`src/rtl/aes128_pkg.sv`:
```
// Shared types and constants for the AES-128 control sequencer.
// Decrypt support is enabled by defining AES128_SEQ_DECRYPT_EN.
package aes128_pkg;

    typedef enum logic [2:0] {
        IDLE  = 3'd0,
        KEYX  = 3'd1,
        LOAD  = 3'd2,
        ROUND = 3'd3,
        FIN   = 3'd4
    } aes_state_e;

    localparam logic [1:0] AES_OP_ENC = 2'b00;
    localparam logic [1:0] AES_OP_DEC = 2'b01;

    localparam int AES128_NUM_ROUNDS = 10;

    // Without decrypt support only encrypt is a legal operation
    function automatic logic aes_op_valid(input logic [1:0] op);
`ifdef AES128_SEQ_DECRYPT_EN
        return (op == AES_OP_ENC) || (op == AES_OP_DEC);
`else
        return (op == AES_OP_ENC);
`endif
    endfunction

endpackage

```
`src/rtl/aes128_round_counter.sv`:
```
// Round-key index and per-round sub-cycle counters for the AES-128 sequencer.
// Clear has priority; round steps up or down, sub-counter wraps at ROUND_CYCLES-1.
module aes128_round_counter #(
    parameter int NUM_ROUNDS   = 10,
    parameter int ROUND_CYCLES = 1
) (
    input  logic       clk,
    input  logic       rst,
    input  logic       clr,
    input  logic       inc,
    input  logic       dec,
    input  logic       sub_en,
    output logic [3:0] round,
    output logic       sub_tc,
    output logic       at_zero,
    output logic       at_max
);

    logic [3:0] round_r;
    logic [3:0] sub_r;

    // Round index and sub-cycle counter registers
    always_ff @(posedge clk or posedge rst) begin
        if (rst) begin
            round_r <= 4'd0;
            sub_r   <= 4'd0;
        end else if (clr) begin
            round_r <= 4'd0;
            sub_r   <= 4'd0;
        end else begin
            if (inc) begin
                round_r <= round_r + 4'd1;
            end else if (dec) begin
                round_r <= round_r - 4'd1;
            end else begin
                round_r <= round_r;
            end
            if (sub_en) begin
                sub_r <= sub_tc ? 4'd0 : (sub_r + 4'd1);
            end else begin
                sub_r <= sub_r;
            end
        end
    end

    assign round   = round_r;
    assign sub_tc  = (sub_r == 4'(ROUND_CYCLES - 1));
    assign at_zero = (round_r == 4'd0);
    assign at_max  = (round_r == 4'(NUM_ROUNDS));

endmodule

```
`src/rtl/aes128_sequencer.sv`:
```
// Control FSM and status bits for the iterative AES-128 datapath.
// Decrypt (KEYX pre-expansion) is present only when AES128_SEQ_DECRYPT_EN is defined.
module aes128_sequencer
    import aes128_pkg::*;
#(
    parameter int NUM_ROUNDS   = AES128_NUM_ROUNDS,
    parameter int ROUND_CYCLES = 1
) (
    input  logic       clk,
    input  logic       rst,
    input  logic       start_i,
    input  logic [1:0] op_i,
    input  logic       irq_en_i,
    input  logic       abort_i,
    input  logic       done_clr_i,
    output logic       ready_o,
    output logic       done_o,
    output logic       error_o,
    output logic       irq_o,
    output logic       load_o,
    output logic       round_en_o,
    output logic       key_step_o,
    output logic [3:0] round_o,
    output logic       last_round_o,
    output logic       decrypt_o,
    output logic       capture_o
);

    aes_state_e state_r, state_d_s;
    logic       done_r, error_r, irq_r;
    logic       done_d_s, error_d_s;
    logic       decrypt_s;
    logic       start_ok_s, start_bad_s;
    logic       cnt_clr_s, cnt_inc_s, cnt_dec_s, sub_en_s;
    logic       sub_tc_s, at_zero_s, at_max_s, last_s;

    aes128_round_counter #(
        .NUM_ROUNDS  (NUM_ROUNDS),
        .ROUND_CYCLES(ROUND_CYCLES)
    ) u_cnt (
        .clk    (clk),
        .rst    (rst),
        .clr    (cnt_clr_s),
        .inc    (cnt_inc_s),
        .dec    (cnt_dec_s),
        .sub_en (sub_en_s),
        .round  (round_o),
        .sub_tc (sub_tc_s),
        .at_zero(at_zero_s),
        .at_max (at_max_s)
    );

`ifdef AES128_SEQ_DECRYPT_EN
    logic decrypt_r;

    // Operation latched on an accepted start and held for the run
    always_ff @(posedge clk or posedge rst) begin
        if (rst) begin
            decrypt_r <= 1'b0;
        end else if (start_ok_s) begin
            decrypt_r <= (op_i == AES_OP_DEC);
        end else begin
            decrypt_r <= decrypt_r;
        end
    end

    assign decrypt_s  = decrypt_r;
    assign key_step_o = (state_r == KEYX);
`else
    assign decrypt_s  = 1'b0;
    assign key_step_o = 1'b0;
`endif

    // Decrypt counts rounds down to key 0, encrypt up to key NUM_ROUNDS
    assign last_s = decrypt_s ? at_zero_s : at_max_s;

    // Next-state and counter control
    always_comb begin
        state_d_s   = state_r;
        cnt_clr_s   = 1'b0;
        cnt_inc_s   = 1'b0;
        cnt_dec_s   = 1'b0;
        sub_en_s    = 1'b0;
        start_ok_s  = 1'b0;
        start_bad_s = 1'b0;
        case (state_r)
            IDLE: begin
                if (start_i) begin
                    if (aes_op_valid(op_i)) begin
                        start_ok_s = 1'b1;
                        cnt_clr_s  = 1'b1;
`ifdef AES128_SEQ_DECRYPT_EN
                        state_d_s  = (op_i == AES_OP_DEC) ? KEYX : LOAD;
`else
                        state_d_s  = LOAD;
`endif
                    end else begin
                        start_bad_s = 1'b1;
                    end
                end else begin
                    state_d_s = IDLE;
                end
            end
`ifdef AES128_SEQ_DECRYPT_EN
            KEYX: begin
                if (abort_i) begin
                    state_d_s = IDLE;
                end else begin
                    cnt_inc_s = 1'b1;
                    state_d_s = (round_o == 4'(NUM_ROUNDS - 1)) ? LOAD : KEYX;
                end
            end
`endif
            LOAD: begin
                if (abort_i) begin
                    state_d_s = IDLE;
                end else begin
                    state_d_s = ROUND;
                    cnt_inc_s = ~decrypt_s;
                    cnt_dec_s = decrypt_s;
                end
            end
            ROUND: begin
                if (abort_i) begin
                    state_d_s = IDLE;
                end else begin
                    sub_en_s = 1'b1;
                    if (sub_tc_s && last_s) begin
                        state_d_s = FIN;
                    end else if (sub_tc_s) begin
                        cnt_inc_s = ~decrypt_s;
                        cnt_dec_s = decrypt_s;
                    end else begin
                        state_d_s = ROUND;
                    end
                end
            end
            FIN: begin
                state_d_s = IDLE;
            end
            default: begin
                state_d_s = IDLE;
            end
        endcase
    end

    // Sticky status: completion set beats acknowledge, any start re-evaluates error
    always_comb begin
        done_d_s  = done_r;
        error_d_s = error_r;
        if ((state_r == FIN) && !abort_i) begin
            done_d_s = 1'b1;
        end else if (done_clr_i || start_ok_s || start_bad_s) begin
            done_d_s = 1'b0;
        end else begin
            done_d_s = done_r;
        end
        if (start_ok_s || start_bad_s) begin
            error_d_s = start_bad_s;
        end else if (done_clr_i) begin
            error_d_s = 1'b0;
        end else begin
            error_d_s = error_r;
        end
    end

    // State and status registers
    always_ff @(posedge clk or posedge rst) begin
        if (rst) begin
            state_r <= IDLE;
            done_r  <= 1'b0;
            error_r <= 1'b0;
            irq_r   <= 1'b0;
        end else begin
            state_r <= state_d_s;
            done_r  <= done_d_s;
            error_r <= error_d_s;
            irq_r   <= done_d_s & irq_en_i;
        end
    end

    assign ready_o      = (state_r == IDLE);
    assign load_o       = (state_r == LOAD);
    assign round_en_o   = (state_r == ROUND) && sub_tc_s;
    assign last_round_o = (state_r == ROUND) && last_s;
    assign capture_o    = (state_r == FIN);
    assign decrypt_o    = decrypt_s;
    assign done_o       = done_r;
    assign error_o      = error_r;
    assign irq_o        = irq_r;

endmodule

```
`config.mk`:
```
export PLATFORM = sky130hd
export DESIGN_NAME = aes128_sequencer
export DESIGN_NICKNAME = d
export VERILOG_FILES = /design/src/rtl/aes128_pkg.sv /design/src/rtl/aes128_round_counter.sv /design/src/rtl/aes128_sequencer.sv
export SDC_FILE = /design/constraint.sdc
export NUM_CORES = 1
export LEC_CHECK = 0
export ABC_CLOCK_PERIOD_IN_PS = 6600
export CAP_MARGIN = 10
export CORE_MARGIN = 2
export CORE_UTILIZATION = 35
export CTS_CLUSTER_SIZE = 30
export DETAILED_ROUTE_END_ITERATION = 8
export DONT_BUFFER_PORTS = 1
export RECOVER_POWER = 25
export SYNTH_ARGS = -nofsm -noshare
export SYNTH_HDL_FRONTEND = slang
export SYNTH_HIERARCHICAL = 1
export SYNTH_SLANG_ARGS = --single-unit
```
`constraint.sdc`:
```
create_clock -name clk -period 6.6 [get_ports clk]
set_input_delay 0.33 -clock clk [delete_from_list [all_inputs] [get_ports clk]]
set_output_delay 0.33 -clock clk [all_outputs]
set_load 0.02 [all_outputs]
```
[After elaboration in Yosys (flattened, before gate mapping)]
Index checks and enable logic that the tools add are counted.
Operators by class
  eq/ne operators: 6
  bitwise gates (word level): 1
  multiplexer cells: 28
  reduce and logical (&&, ||, !) cells: 15
  add/subtract/negate cells: 2
Operators with widths (count)
  two-way mux 4 bit: 5
  two-way mux 1 bit: 15
  two-way mux 3 bit: 5
  case mux 3 bit (3 select lines): 1
  adder 4 x 1 -> 4 bit, second input constant: 2
  == test 3 x 2 -> 1 bit, second input constant: 2
  nonzero test 2 bit: 3
  == test 4 bit, second input constant: 1
  logical AND 1 bit: 4
  zero test 4 bit: 1
  != test 4 bit, second input constant: 1
  == test 3 bit, second input constant: 1
  zero test 3 bit: 1
  logical OR 1 bit: 3
  != test 3 x 2 -> 1 bit, second input constant: 1
  zero test 2 bit: 1
  two-way mux 2 bit: 1
  case mux 1 bit (2 select lines): 1
  AND reduction 2 bit: 1
  bitwise AND 1 bit: 1
  zero test 1 bit: 1
Storage, ports and cells
  output and inout port bits: 14
  flip-flop bits (word level): 14
  input port bits: 8

[Depth between registers and ports, before layout]
  word-level depth: 9
  depth in mapped cells: 11
  depth with buffers taken out: 11

[By module]
The synthesis kept the hierarchy.
Modules (own cells, without submodules)
  aes128_round_counter: times used 1, sequential area each 200.2 um^2, cells an instance 58, area each 535.5 um^2
  aes128_sequencer: times used 1, sequential area each 150.1 um^2, cells an instance 39, area each 364.1 um^2

[Least setup slack after synthesis]
No wires, ideal clock.
  kind: flip-flop to flip-flop
  start: register u_cnt.sub_r[0]
  end: register u_cnt.round_r[3], in the netlist u_cnt/round[3]
  buffers on the path: 0
  setup slack: 4253 ps
  arrival time: 2280 ps
  setup time: 67 ps
  cell stages (with the launch flop): 12
  required time: 6533 ps
  cells stage by stage: dfrtp_1 inv_1 ha_1 nand2b_1 nor2_1 nand2b_1 a21oi_1 inv_1 ha_1 a21o_1 a2111oi_2 a311o_1
Between the ends
  word-level cells in the longest chain between the ends: 6
Ends and longest elaborated chain
  start, declared: line aes128_round_counter.sv:20  | logic [3:0] sub_r;
  start signal, assigned: line aes128_round_counter.sv:39  | sub_r <= sub_tc ? 4'd0 : (sub_r + 4'd1);
  start signal, assigned: line aes128_round_counter.sv:41  | sub_r <= sub_r;
  zero test 4 bit *: line aes128_round_counter.sv:47  | assign sub_tc = (sub_r == 4'(ROUND_CYCLES - 1));
  net sub_tc_s: line aes128_sequencer.sv:35  | logic sub_tc_s, at_zero_s, at_max_s, last_s;
  two-way mux 1 bit / logical AND 1 bit (equally long branches): line aes128_sequencer.sv:130, aes128_sequencer.sv:128
  two-way mux 1 bit *: line aes128_sequencer.sv:128  | if (sub_tc_s && last_s) begin
  two-way mux 1 bit *: line aes128_sequencer.sv:124  | if (abort_i) begin
  case mux 1 bit (2 select lines) *: line aes128_sequencer.sv:86  | case (state_r)
  net cnt_inc_s: line aes128_sequencer.sv:34  | logic cnt_clr_s, cnt_inc_s, cnt_dec_s, sub_en_s;
  nonzero test 2 bit (no line) *
  end signal, assigned: line aes128_round_counter.sv:32  | round_r <= round_r + 4'd1;
  end signal, assigned: line aes128_round_counter.sv:34  | round_r <= round_r - 4'd1;
  end signal, assigned: line aes128_round_counter.sv:36  | round_r <= round_r;
  end, declared: line aes128_round_counter.sv:19  | logic [3:0] round_r;
Mark *: on every way through the listed nets, which the timed path passes. The rest lies on a longest branch.
A chain may end at the register's enable or synchronous reset.

[Worst setup path in the final report]
Same ends and word-level chain as after synthesis.

==> out/results.tsv <==
metric	value	unit
synthCells	96	
htreeDepth	1	
startpoint	u_cnt/sub_r[0]$_DFFE_PP0P_	
diodes	0	
cts.sink_count	14	
io_pins	22	
drcViolationCount	0	
cts_setup_buffers	0	
utilization	39.4	%
finalNetCount	115	
worstPathArrival	2930	ps
cts.path.max_buffers	2	
min_path_type	in -> reg	
place.gp.congestion	0.805	
grtUsageMet1	14.9	%
rsz0062_at_grt	false	
clkTransAtPathRegs	90	ps
worstPathMaxFanout	7	
worst_pin_slew	622	ps
wl_per_cell	12.2	um
p_clk_share	20.5	%
maxCapViolations	0	
cp-endpoint	u_cnt/round[3]$_DFFE_PP0P_	
grt_overflow_total	0	
p_int	0.000179	W
fmax	0.367	GHz
leakage	0.444	nW
cts-resized-gates	0	
drtIter0Drc	4	
final_area	967	sq um
core_area	2450	sq um
relSlewSlack	58.2	%
fillCellCount	257	
final_antenna_net_count	0	
root_buffer	clkbuf_4	
avgSynthCellArea	9.31	sq um
min_period_over_period	41.3	%
cp.required	6810	ps
worstSetupPathType	reg -> reg	
netlist_area	893	sq um
hpwl	1280	um
grt_max_degree	12	
start_kind	register	
swShare	38.9	%
start_util	36.4	%
busiest_layer	met2	
status	finished, final reports clean	
avgViaCountPerCell	4.96	
grt_pass1_wl	2810	um
r2r_end	u_cnt/round[3]$_DFFE_PP0P_	
synth_warnings	6	
die_height	54.5	um
finalHoldViolCount	0	
die_area	2970	sq um
antenna_found_initial	0	
p_sw	0.000114	W
grt_use_met3	3.01	%
tritoncts	built	
rr_startpoint	u_cnt/sub_r[0]$_DFFE_PP0P_	
wl	1600	um
tns	0	ps
end_kind	register	
hold_buffers	1	
drt_first_pass_iters	4	
grt_pass1_vias	670	
grt.total_usage	13.4	%
comb_power_share	32.9	%
powerDensity	303	nW/um^2
ff2ff_path_depth	11	
vias	650	
finalClockSkew	7.68	ps
io_buffers	0	
whs	168	ps
reg2reg_setup_slack	3880	ps
maxSlewViolCount	0	
placed_area	921	sq um
clock_latency	280	ps
setup_viol	0	
grt.met2_usage	23.1	%
vdd_ir_drop_max	0.000155	V
fin_crit	2720	ps
syn_to_final_growth	8.26	%
seqPwrFrac	46.7	%
die_w	54.5	um
rows	18	
drive_gt1_share	7.92	%
cts_buffers	3	
-- sequential cells by signal (all words and copies together) (netlist names) --
signal       flops
u_cnt/round      4
state_r          3
error_o          1
irq_o            1
u_cnt/sub_r      4
done_o           1
-- how the worst min path moves through the flow --
stage                        from                  end  slack [ps]  depth (start not counted)
after CTS                 abort_i     done_o$_DFF_PP0_         160                          1
final                     abort_i     done_o$_DFF_PP0_         170                          1
after global placement        rst  error_o$_DFFE_PP0P_         140                          1
after global routing      abort_i     done_o$_DFF_PP0_         150                          1
after floorplan               rst     done_o$_DFF_PP0_         120                          1
after detailed placement      rst     done_o$_DFF_PP0_         150                          1
-- layout by cell type, fill, tap and decap left out, drive strengths merged --
| cell | count |
|---|---|
| a21o | 1 |
| a2111oi | 1 |
| or2b | 1 |
| nand2 | 6 |
| nor2b | 3 |
| dfrtp | 14 |
| o2bb2ai | 1 |
| xnor2 | 2 |
| xor2 | 1 |
| a21oi | 6 |
| clkbuf | 4 |
| nor4b | 1 |
| fa | 1 |
| nand4 | 1 |
| o32ai | 1 |
| o211ai | 1 |
| inv | 10 |
| nor3 | 2 |
| nor3b | 2 |
| ha | 4 |
| dlygate4sd3 | 1 |
| nand3 | 1 |
| or3b | 3 |
| nand2b | 7 |
| a311o | 1 |
| a2bb2oi | 1 |
| and2 | 1 |
| a211oi | 1 |
| and3 | 1 |
| o21ai | 1 |
| nor2 | 12 |
| o22ai | 1 |
| conb | 5 |
| mux2i | 2 |
-- power groups by stage --
stage	clock [W]	sequential, W	combinational, W
floorplan	0	0.000131	0.0000863
global placement	0	0.000139	0.0000936
detailed placement	0	0.000139	0.0000964
CTS	0.0000627	0.000138	0.0000973
global route	0.0000678	0.000140	0.000113
finish	0.0000600	0.000137	0.0000963
-- cell type report --
cell class	instances	area [sq um]	share of cell area, %
Multi-Input combinational cell	72	495	51.2
Tap cell	30	37.5	3.88
Inverter	10	37.5	3.88
Sequential cell	14	350	36.2
Clock buffer	4	36.3	3.75
Timing Repair Buffer	1	10.0	1.03
-- layer usage --
layer / part of all wire [%] / vias to the layer above
met2: 49 / 18
met4: 1.8 / 0
met3: 5.8 / 4
met1: 44 / 305
met5: 0 / -
li1: - / 323
-- per-stage QoR --
step                instances  setup slack [ps]  power [W]
floorplan                 100              4250   0.000217
global placement          126              4020   0.000233
detailed placement        126              3870   0.000235
CTS                       131              3870   0.000298
global route              131              3560   0.000320
finish                    131              3880   0.000293
-- critical path: stages (launching register included) --
cell and delay [ps]:
dfrtp_1 420, inv_1 90, ha_1 140, nand2b_1 80
nor2_1 170, nand2b_1 70, a21oi_1 500, inv_1 150
ha_1 320, a21o_1 200, a2111oi_2 340, a311o_1 160
(Power assumes the default switching activity.)
